## src/rtl/alu_add_sequencer.sv

```systemverilog
// Sequencer for the 8-bit relay adder: latch operands, hold adder inputs through settle, capture sum/flags, strobe destination.
// Optional signed overflow flag: define ALU_OVERFLOW_FLAG_EN.
`timescale 1ns/1ps
module alu_add_sequencer #(
  parameter int WIDTH         = 8,
  parameter int SETTLE_CYCLES = 4
) (
  input  logic             clock,
  input  logic             reset,
  input  logic             start,
  input  logic [1:0]       func,
  input  logic             dest,
  input  logic [WIDTH-1:0] b_val,
  input  logic [WIDTH-1:0] c_val,
  output logic [WIDTH-1:0] adder_b,
  output logic [WIDTH-1:0] adder_c,
  output logic             adder_carry_in,
  input  logic [WIDTH-1:0] adder_sum,
  input  logic             adder_carry_out,
  output logic [WIDTH-1:0] result,
  output logic             load_a,
  output logic             load_d,
  output logic             busy,
  output logic             done,
  output logic             carry_flag,
  output logic             zero_flag,
  output logic             sign_flag,
  output logic             overflow_flag
);

  localparam logic [2:0] S_IDLE    = 3'd0;
  localparam logic [2:0] S_LOAD    = 3'd1;
  localparam logic [2:0] S_SETTLE  = 3'd2;
  localparam logic [2:0] S_CAPTURE = 3'd3;
  localparam logic [2:0] S_DONE    = 3'd4;

  localparam logic [1:0] F_ADD = 2'b00;
  localparam logic [1:0] F_INC = 2'b01;
  localparam logic [1:0] F_ADC = 2'b10;
  localparam logic [1:0] F_DEC = 2'b11;

  localparam logic [3:0] SETTLE_INIT = 4'(SETTLE_CYCLES - 1);

  logic [2:0]       r_state;
  logic [3:0]       r_count;
  logic [WIDTH-1:0] r_b;
  logic [WIDTH-1:0] r_c;
  logic [1:0]       r_func;
  logic             r_dest;
  logic [WIDTH-1:0] r_result;
  logic             r_carry;
  logic             r_zero;
  logic             r_sign;

  logic             w_drive;
  logic [WIDTH-1:0] w_effC;
  logic             w_effCin;

  // ADC reads carry_flag live; it cannot change before this op's CAPTURE edge, so the input stays stable.
  always_comb begin
    w_effC   = '0;
    w_effCin = 1'b0;
    case (r_func)
      F_ADD: w_effC = r_c;
      F_INC: begin
        w_effC   = '0;
        w_effCin = 1'b1;
      end
      F_ADC: begin
        w_effC   = r_c;
        w_effCin = r_carry;
      end
      F_DEC: w_effC = '1;
      default: w_effC = '0;
    endcase
  end

  assign w_drive        = (r_state == S_LOAD) || (r_state == S_SETTLE) || (r_state == S_CAPTURE);
  assign adder_b        = w_drive ? r_b : '0;
  assign adder_c        = w_drive ? w_effC : '0;
  assign adder_carry_in = w_drive ? w_effCin : 1'b0;

  assign busy   = (r_state != S_IDLE);
  assign done   = (r_state == S_DONE);
  assign load_a = (r_state == S_CAPTURE) && !r_dest;
  assign load_d = (r_state == S_CAPTURE) && r_dest;

  assign result     = r_result;
  assign carry_flag = r_carry;
  assign zero_flag  = r_zero;
  assign sign_flag  = r_sign;

  always_ff @(posedge clock) begin
    if (reset) begin
      r_state  <= S_IDLE;
      r_count  <= '0;
      r_b      <= '0;
      r_c      <= '0;
      r_func   <= '0;
      r_dest   <= 1'b0;
      r_result <= '0;
      r_carry  <= 1'b0;
      r_zero   <= 1'b0;
      r_sign   <= 1'b0;
    end else begin
      case (r_state)
        S_IDLE: begin
          if (start) begin
            r_b     <= b_val;
            r_c     <= c_val;
            r_func  <= func;
            r_dest  <= dest;
            r_state <= S_LOAD;
          end
        end
        S_LOAD: begin
          r_count <= SETTLE_INIT;
          r_state <= S_SETTLE;
        end
        S_SETTLE: begin
          if (r_count == 4'd0) begin
            r_state <= S_CAPTURE;
          end else begin
            r_count <= r_count - 4'd1;
          end
        end
        S_CAPTURE: begin
          r_result <= adder_sum;
          r_carry  <= adder_carry_out;
          r_zero   <= (adder_sum == '0);
          r_sign   <= adder_sum[WIDTH-1];
          r_state  <= S_DONE;
        end
        S_DONE: begin
          r_state <= S_IDLE;
        end
        default: begin
          r_state <= S_IDLE;
        end
      endcase
    end
  end

`ifdef ALU_OVERFLOW_FLAG_EN
  logic r_overflow;

  always_ff @(posedge clock) begin
    if (reset) begin
      r_overflow <= 1'b0;
    end else if (r_state == S_CAPTURE) begin
      r_overflow <= (adder_b[WIDTH-1] == adder_c[WIDTH-1]) &&
                    (adder_sum[WIDTH-1] != adder_b[WIDTH-1]);
    end
  end

  assign overflow_flag = r_overflow;
`else
  assign overflow_flag = 1'b0;
`endif

endmodule

```

## config.mk

```make
export PLATFORM = sky130hd
export DESIGN_NAME = alu_add_sequencer
export DESIGN_NICKNAME = d
export VERILOG_FILES = /design/src/rtl/alu_add_sequencer.sv
export SDC_FILE = /design/constraint.sdc
export NUM_CORES = 1
export LEC_CHECK = 0
export ABC_AREA = 1
export CORE_ASPECT_RATIO = 1.5
export CORE_UTILIZATION = 25
export CTS_CLUSTER_DIAMETER = 80
export DETAILED_ROUTE_END_ITERATION = 8
export GPL_ROUTABILITY_DRIVEN = 1
export PLACE_DENSITY = 0.51
export SLEW_MARGIN = 20
export SYNTH_ARGS = -nofsm -noshare
export SYNTH_HDL_FRONTEND = slang
export SYNTH_SLANG_ARGS = --single-unit
```

## constraint.sdc

```tcl
create_clock -name clock -period 1.4 [get_ports clock]
set_input_delay 0.21 -clock clock [delete_from_list [all_inputs] [get_ports clock]]
set_output_delay 0.21 -clock clock [all_outputs]
set_load 0.01 [all_outputs]
```

* After elaboration in Yosys (flattened, before gate mapping)
Cells that the tools add are included.
** Storage, ports and cells
- Bits in writable memories :: 0
- Bits in latches :: 0
- Bits in registers :: 37
- Logic and storage cells :: 46
- ROM bits :: 0
- Memories kept :: 0
** Operators by class
- Mux-type cells :: 10
- $lt $le $gt $ge :: 0
- $mul :: 0
- Reduce and logical (&&, ||, !) cells :: 15
- Add/subtract/negate cells :: 1
- Equal/unequal tests :: 10
- Shift operators :: 0
- Divide/modulo/power cells :: 0
- Bitwise gates (word level) :: 0
** Operators with widths (number)
- 8-bit one-hot mux with 3 select lines :: 1
- 8-bit 2-to-1 mux :: 2
- 3-bit one-hot mux with 4 select lines :: 1
- 8-bit logical NOT :: 1
- 4-bit one-hot mux with 2 select lines :: 1
- 3-bit by 2-bit equality test with 1-bit output, second input constant :: 2
- 3-bit 2-to-1 mux :: 2
- 2-bit AND reduction :: 3
- 2-bit equality test, second input constant :: 2
- 4-bit logical NOT :: 1
- 4-bit 2-to-1 mux :: 1
- 2-bit inequality test, second input constant :: 2
- 4-bit by 1-bit subtractor with 4-bit output, second input constant :: 1
- 3-bit by 1-bit equality test with 1-bit output, second input constant :: 1
- 3-bit equality test, second input constant :: 1
- 3-bit logical NOT :: 1
- 3-bit nonzero test :: 1
- 2-bit by 1-bit equality test with 1-bit output, second input constant :: 1
- 1-bit logical AND :: 2
- 2-bit logical NOT :: 1
- 1-bit logical OR :: 2
- 2-bit by 1-bit inequality test with 1-bit output, second input constant :: 1
- 1-bit one-hot mux with 2 select lines :: 1
- 2-bit nonzero test :: 1
- other kinds (3) :: 3

* Depth between registers and ports, before layout
- Depth after elaboration :: 4
- Mapped depth :: 8

* Least setup slack after synthesis
OpenSTA, ideal clock, no wires.
- Path kind :: register to output
- Start :: register r_func[0]
- End :: output adder_carry_in
- Arrival :: 1150 ps
- Slack :: 40 ps
- Cell stages (with the launch flop) :: 5
- Path through :: dfxtp_1 -> clkbuf_1 -> inv_1 -> ha_1 -> nor3_2
** On the way
- Longest elaborated chain between the ends :: 3
** Ends and longest elaborated chain
- start, declared :: RTL line 48 : logic [1:0] r_func;
- start signal, assigned :: RTL line 111 : r_func <= func;
- 2-bit equality test or 2-bit by 1-bit equality test with 1-bit output (tied branches) :: RTL line 63 : case (r_func)
- 1-bit one-hot mux with 2 select lines * :: RTL line 63
- 1-bit 2-to-1 mux * :: RTL line 81 : assign adder_carry_in = w_drive ? w_effCin : 1'b0;
- end, declared :: RTL line 17 : output logic adder_carry_in,
Every way passes the cells marked *; elsewhere a longest branch is shown, timed or not.

* Worst setup path after layout
- Start :: register r_state[2]
- End :: output adder_c[1]
** On the way
- Longest elaborated chain between the ends :: 4
** Ends and longest elaborated chain
- start, declared :: RTL line 44 : logic [2:0] r_state;
- start signal, assigned :: RTL line 95 : r_state <= S_IDLE;
- start signal, assigned :: RTL line 113 : r_state <= S_LOAD;
- start signal, assigned :: RTL line 118 : r_state <= S_SETTLE;
- 3-bit by 1-bit equality test with 1-bit output or 3-bit by 2-bit equality test with 1-bit output (tied branches) :: RTL line 78 : assign w_drive = (r_state == S_LOAD) || (r_state == S_SETTLE) || (r_state == S_CAPTURE);
- 1-bit logical OR :: RTL line 78
- 1-bit logical OR * :: RTL line 78
- 8-bit 2-to-1 mux * :: RTL line 80 : assign adder_c = w_drive ? w_effC : '0;
- end, declared :: RTL line 16 : output logic [WIDTH-1:0] adder_c,
Marks and branches as above.

==> impl_results.html <==
<table>
<tr><th>Metric</th><th>Value</th></tr>
<tr><th colspan="2">Status</th></tr>
<tr><td>Outcome</td><td>complete, but fails checks</td></tr>
<tr><td>Failing checks</td><td>negative setup slack</td></tr>
<tr><th colspan="2">Synthesis</th></tr>
<tr><td>Sequential element share of the synthesized area</td><td>0.438</td></tr>
<tr><td>Cell taking the most area after synthesis</td><td>sky130_fd_sc_hd__dfxtp_1</td></tr>
<tr><td>Synthesis-stage register bit count</td><td>36</td></tr>
<tr><td>Summed instance area of the synthesized netlist</td><td>0.00164 mm²</td></tr>
<tr><td>Mean Syn Cell Area</td><td>7.27 µm²</td></tr>
<tr><td>Dominant register cell in the synthesized netlist</td><td>sky130_fd_sc_hd__dfxtp_1</td></tr>
<tr><td>Syn_nets</td><td>261</td></tr>
<tr><td>Number of distinct library cells after synthesis</td><td>26</td></tr>
<tr><td>Top-count cell post-synth</td><td>sky130_fd_sc_hd__nor2_1</td></tr>
<tr><td>Area fraction of the dominant cell type after synthesis</td><td>0.438</td></tr>
<tr><td>Gate count after technology mapping</td><td>226</td></tr>
<tr><td>Number of enable-type register cells in the synthesized netlist</td><td>0</td></tr>
<tr><td>Synth area leaders</td><td>sky130_fd_sc_hd__dfxtp_1, sky130_fd_sc_hd__o21ai_0, sky130_fd_sc_hd__nor2_1, sky130_fd_sc_hd__inv_1, sky130_fd_sc_hd__a21oi_1</td></tr>
<tr><td>Count of yosys warnings during synthesis</td><td>0</td></tr>
<tr><td>Async set-or-reset flop fraction in the synthesized netlist</td><td>0</td></tr>
<tr><td>Top cells by instance count after synthesis</td><td>sky130_fd_sc_hd__nor2_1, sky130_fd_sc_hd__dfxtp_1, sky130_fd_sc_hd__o21ai_0</td></tr>
<tr><th colspan="2">Critical path</th></tr>
<tr><td>Required time of the critical path</td><td>1190 ps</td></tr>
<tr><td>Start of the worst register-to-register path</td><td>r_state[0]$_SDFFE_PP0P_</td></tr>
<tr><td>Largest fanout of any net on the critical path</td><td>4</td></tr>
<tr><td>Worst reg2reg setup slack</td><td>-130 ps</td></tr>
<tr><td>Setup crit start</td><td>r_state[2]$_SDFFE_PP0P_</td></tr>
<tr><td>Type of element capturing the critical path</td><td>output port</td></tr>
<tr><td>Critical Path Start Type</td><td>flip-flop</td></tr>
<tr><td>Category of the most critical setup path</td><td>flip-flop to output port</td></tr>
<tr><td>Ordered cell list for the critical path</td><td>nor2_4 &gt; buf_6 &gt; buf_6 &gt; buf_6 &gt; nand2_2 &gt; inv_2 &gt; buf_6</td></tr>
<tr><td>Data arrival time of the critical path</td><td>1340 ps</td></tr>
<tr><td>Most used cell, CP</td><td>sky130_fd_sc_hd__buf_6</td></tr>
<tr><td>Slowest cell delay on critical path</td><td>440 ps</td></tr>
<tr><td>Worst path slowest cell</td><td>sky130_fd_sc_hd__dfxtp_1</td></tr>
<tr><td>Buffers and inverters on the worst path</td><td>5</td></tr>
<tr><td>Top cell family by delay on the critical path</td><td>buffers and inverters</td></tr>
<tr><th colspan="2">GRT</th></tr>
<tr><td>Total GRT Usage</td><td>0.154</td></tr>
<tr><td>Pin count of the biggest net entering global routing</td><td>12</td></tr>
<tr><td>Congestion Overflow GR</td><td>0</td></tr>
<tr><td>Number of global-route vias before repair</td><td>1,689</td></tr>
<tr><td>Wire length of the first global-routing pass</td><td>7.82 mm</td></tr>
<tr><td>Antenna violations before repair</td><td>0</td></tr>
<tr><th colspan="2">Power</th></tr>
<tr><td>Leakage power figure</td><td>1.52 nW</td></tr>
<tr><td>Total power draw</td><td>0.00322 W</td></tr>
<tr><td>Worst vdd ir</td><td>0.488 mV</td></tr>
<tr><td>Pwr per Cell Area</td><td>1030 mW/mm²</td></tr>
<tr><th colspan="2">Worst hold path</th></tr>
<tr><td>Min-delay worst type</td><td>flip-flop to flip-flop</td></tr>
<tr><td>Worst Min Path Start</td><td>r_c[5]$_SDFFE_PP0P_</td></tr>
<tr><th colspan="2">Floorplan</th></tr>
<tr><td>Overall die height</td><td>101 µm</td></tr>
<tr><td>Area inside the core boundary</td><td>0.00626 mm²</td></tr>
<tr><td>Die extent in x</td><td>68.2 µm</td></tr>
<tr><td>Initial standard-cell utilization of the core</td><td>0.263</td></tr>
<tr><td>Number of standard-cell rows in the floorplan</td><td>35</td></tr>
<tr><td>Die outline area</td><td>0.00691 mm²</td></tr>
<tr><td>I/O pin cnt</td><td>64</td></tr>
<tr><th colspan="2">Clock network</th></tr>
<tr><td>Number of buffers created by CTS</td><td>5</td></tr>
<tr><td>CTS clk-pin slew, worst paths</td><td>70 ps</td></tr>
<tr><td>H-tree level count</td><td>2</td></tr>
<tr><td>Max clock buf depth</td><td>2</td></tr>
<tr><td>Latest clock arrival within the worst-skew pair</td><td>290 ps</td></tr>
<tr><td>Clock tree from TritonCTS</td><td>built</td></tr>
<tr><td>TritonCTS sink count</td><td>36</td></tr>
<tr><td>CTS Root Buffer Type</td><td>sky130_fd_sc_hd__clkbuf_8</td></tr>
<tr><th colspan="2">Timing</th></tr>
<tr><td>Post-route fraction of the period consumed by the critical path</td><td>1.11</td></tr>
<tr><td>Minimum clock period after layout</td><td>1550 ps</td></tr>
<tr><td>Setup slack of the critical path after layout</td><td>-151 ps</td></tr>
<tr><td>Final worst clock skew</td><td>2.35 ps</td></tr>
<tr><td>Final setup violating endpoints</td><td>42</td></tr>
<tr><td>Number of failing hold endpoints at the final stage</td><td>0</td></tr>
<tr><td>Max-slew violation count</td><td>0</td></tr>
<tr><td>Maximum frequency from static timing analysis</td><td>645 MHz</td></tr>
<tr><td>Unrepaired setup endpoints after global routing</td><td>yes</td></tr>
<tr><th colspan="2">Cells and area</th></tr>
<tr><td>Ant diodes</td><td>0</td></tr>
<tr><td>Final non-filler cell total</td><td>402</td></tr>
<tr><td>Layout overhead on the synthesized area</td><td>89.9%</td></tr>
<tr><td>Proportion of layout cells with a drive suffix above 1</td><td>0.436</td></tr>
<tr><td>Final-stage net count</td><td>362</td></tr>
<tr><th colspan="2">Detailed routing</th></tr>
<tr><td>Per-cell via count in the routed design</td><td>4.43</td></tr>
<tr><td>WL/cell</td><td>13.2 µm</td></tr>
<tr><td>DR DRC count</td><td>0</td></tr>
<tr><td>Total iterations of the first detailed-routing run</td><td>4</td></tr>
<tr><td>Number of vias after detailed routing</td><td>1,779</td></tr>
<tr><td>Antenna-violating nets left</td><td>0</td></tr>
<tr><td>Total Wirelength</td><td>5.32 mm</td></tr>
<tr><td>Number of design-rule violations left by the first detailed-router iteration</td><td>36</td></tr>
<tr><th colspan="2">Placed design</th></tr>
<tr><td>Placed Instances</td><td>374</td></tr>
<tr><td>Pre-CTS setup slack</td><td>-244 ps</td></tr>
<tr><td>Total half-perimeter wirelength after legalization and detailed placement</td><td>3.17 mm</td></tr>
<tr><td>Final weighted congestion in routability-driven placement</td><td>0.767</td></tr>
<tr><td>Port-buffer cells</td><td>62</td></tr>
<tr><th colspan="2">Flow run</th></tr>
<tr><td>Number of maximum-capacitance constraint violations</td><td>0</td></tr>
</table>
per-layer routing:
layer  vias to the layer above  track usage  share of wire  routed length (µm)
li1                        914            -              -                   -
met1                       814        0.168           0.39                2060
met2                        45        0.275           0.56                2950
met3                         6       0.0360          0.043                 229
met4                         0       0.0657          0.013                  70
met5                         -            0              0                   0
cell usage in the layout, fill, tap and decap left out, types with 3 or more instances in the layout:
cell type,Yosys,final
sky130_fd_sc_hd__buf_16,0,4
sky130_fd_sc_hd__buf_2,0,13
sky130_fd_sc_hd__clkbuf_8,0,6
sky130_fd_sc_hd__nor3_1,4,3
sky130_fd_sc_hd__inv_1,35,28
sky130_fd_sc_hd__nand2_1,20,10
sky130_fd_sc_hd__clkdlybuf4s50_1,0,31
sky130_fd_sc_hd__nand2_2,1,6
sky130_fd_sc_hd__buf_6,4,25
sky130_fd_sc_hd__nor2_1,41,32
sky130_fd_sc_hd__nand2_4,0,5
sky130_fd_sc_hd__dlygate4sd2_1,0,3
sky130_fd_sc_hd__o21ai_2,0,9
sky130_fd_sc_hd__o21ai_0,36,13
sky130_fd_sc_hd__buf_4,2,17
sky130_fd_sc_hd__dfxtp_1,36,33
sky130_fd_sc_hd__o21ai_1,1,15
sky130_fd_sc_hd__ha_1,4,4
sky130_fd_sc_hd__nor2_4,2,7
sky130_fd_sc_hd__inv_2,1,6
sky130_fd_sc_hd__a21oi_2,1,21
sky130_fd_sc_hd__dlymetal6s2s_1,0,7
sky130_fd_sc_hd__nor2_2,2,6
sky130_fd_sc_hd__dfxtp_2,0,3
kinds of logic after synthesis:
family,share of synthesized area
AND/OR/NAND/NOR,0.205
AO/OA/AOI/OAI,0.189
buffers and inverters,0.135
flip-flops,0.438
adder cells (fa/ha/maj),0.0304
other,0.00228
worst reg2reg max path, stage by stage (launching register included):
cell                        delay, ps
sky130_fd_sc_hd__dfxtp_2          340
sky130_fd_sc_hd__buf_6            120
sky130_fd_sc_hd__buf_6            110
sky130_fd_sc_hd__nor2_4           130
sky130_fd_sc_hd__buf_6            120
sky130_fd_sc_hd__nand3_4          170
sky130_fd_sc_hd__buf_8            220
sky130_fd_sc_hd__clkbuf_16        160
sky130_fd_sc_hd__a21oi_2          110
path summary, 6_finish.rpt:
check / end / cells after the start
worst min-delay path: r_c[5]$_SDFFE_PP0P_ / 2
worst max-delay path: adder_c[1] / 7
worst min register to register: r_c[5]$_SDFFE_PP0P_ / 2
worst max register to register: r_b[6]$_SDFFE_PP0P_ / 8
sequential cells by signal, summed over array words and instances (netlist names):
register / cells
r_b: 8
r_c: 8
result: 8
r_count: 4
r_state: 3
r_func: 2
carry_flag: 1
r_dest: 1
zero_flag: 1
metrics by stage:
step           hold WS [ps]  area, µm²   util  TNS [ps]
6_report                470       3120  0.499     -4150
5_1_grt                 500       3120  0.499     -6550
4_1_cts                 450       2830  0.452     -3830
3_5_place_dp            441       2460  0.393     -3870
3_3_place_gp            435       2460  0.393     -3230
2_1_floorplan           272       1640      -         0
timing repair:
| action | 4_1_cts | 5_1_grt |
|---|---|---|
| gates resized for setup | 163 | 65 |
| hold buffers | 0 | 0 |
| buffers inserted | 9 | 6 |
| gates cloned | 4 | 2 |
| endpoints found under the setup margin | 44 | 51 |
| pin swaps | 10 | 29 |
power breakdown:
group | total, W | internal (W) | switching (W)
Sequential | 0.00119 | 0.00113 | 0.0000570
Clock | 0.000769 | 0.000402 | 0.000367
Combinational | 0.00126 | 0.000664 | 0.000598
Total | 0.00322 | 0.00220 | 0.00102
final cells by class:
| cell class | count | area, µm² |
|---|---|---|
| inverter | 37 | 151 |
| timing repair buffer | 105 | 1110 |
| fill | 610 | 3140 |
| clock buffer | 8 | 90.1 |
| multi-input combinational | 142 | 950 |
| sequential | 36 | 724 |
| tap | 74 | 92.6 |
(Power assumes the default switching activity.)
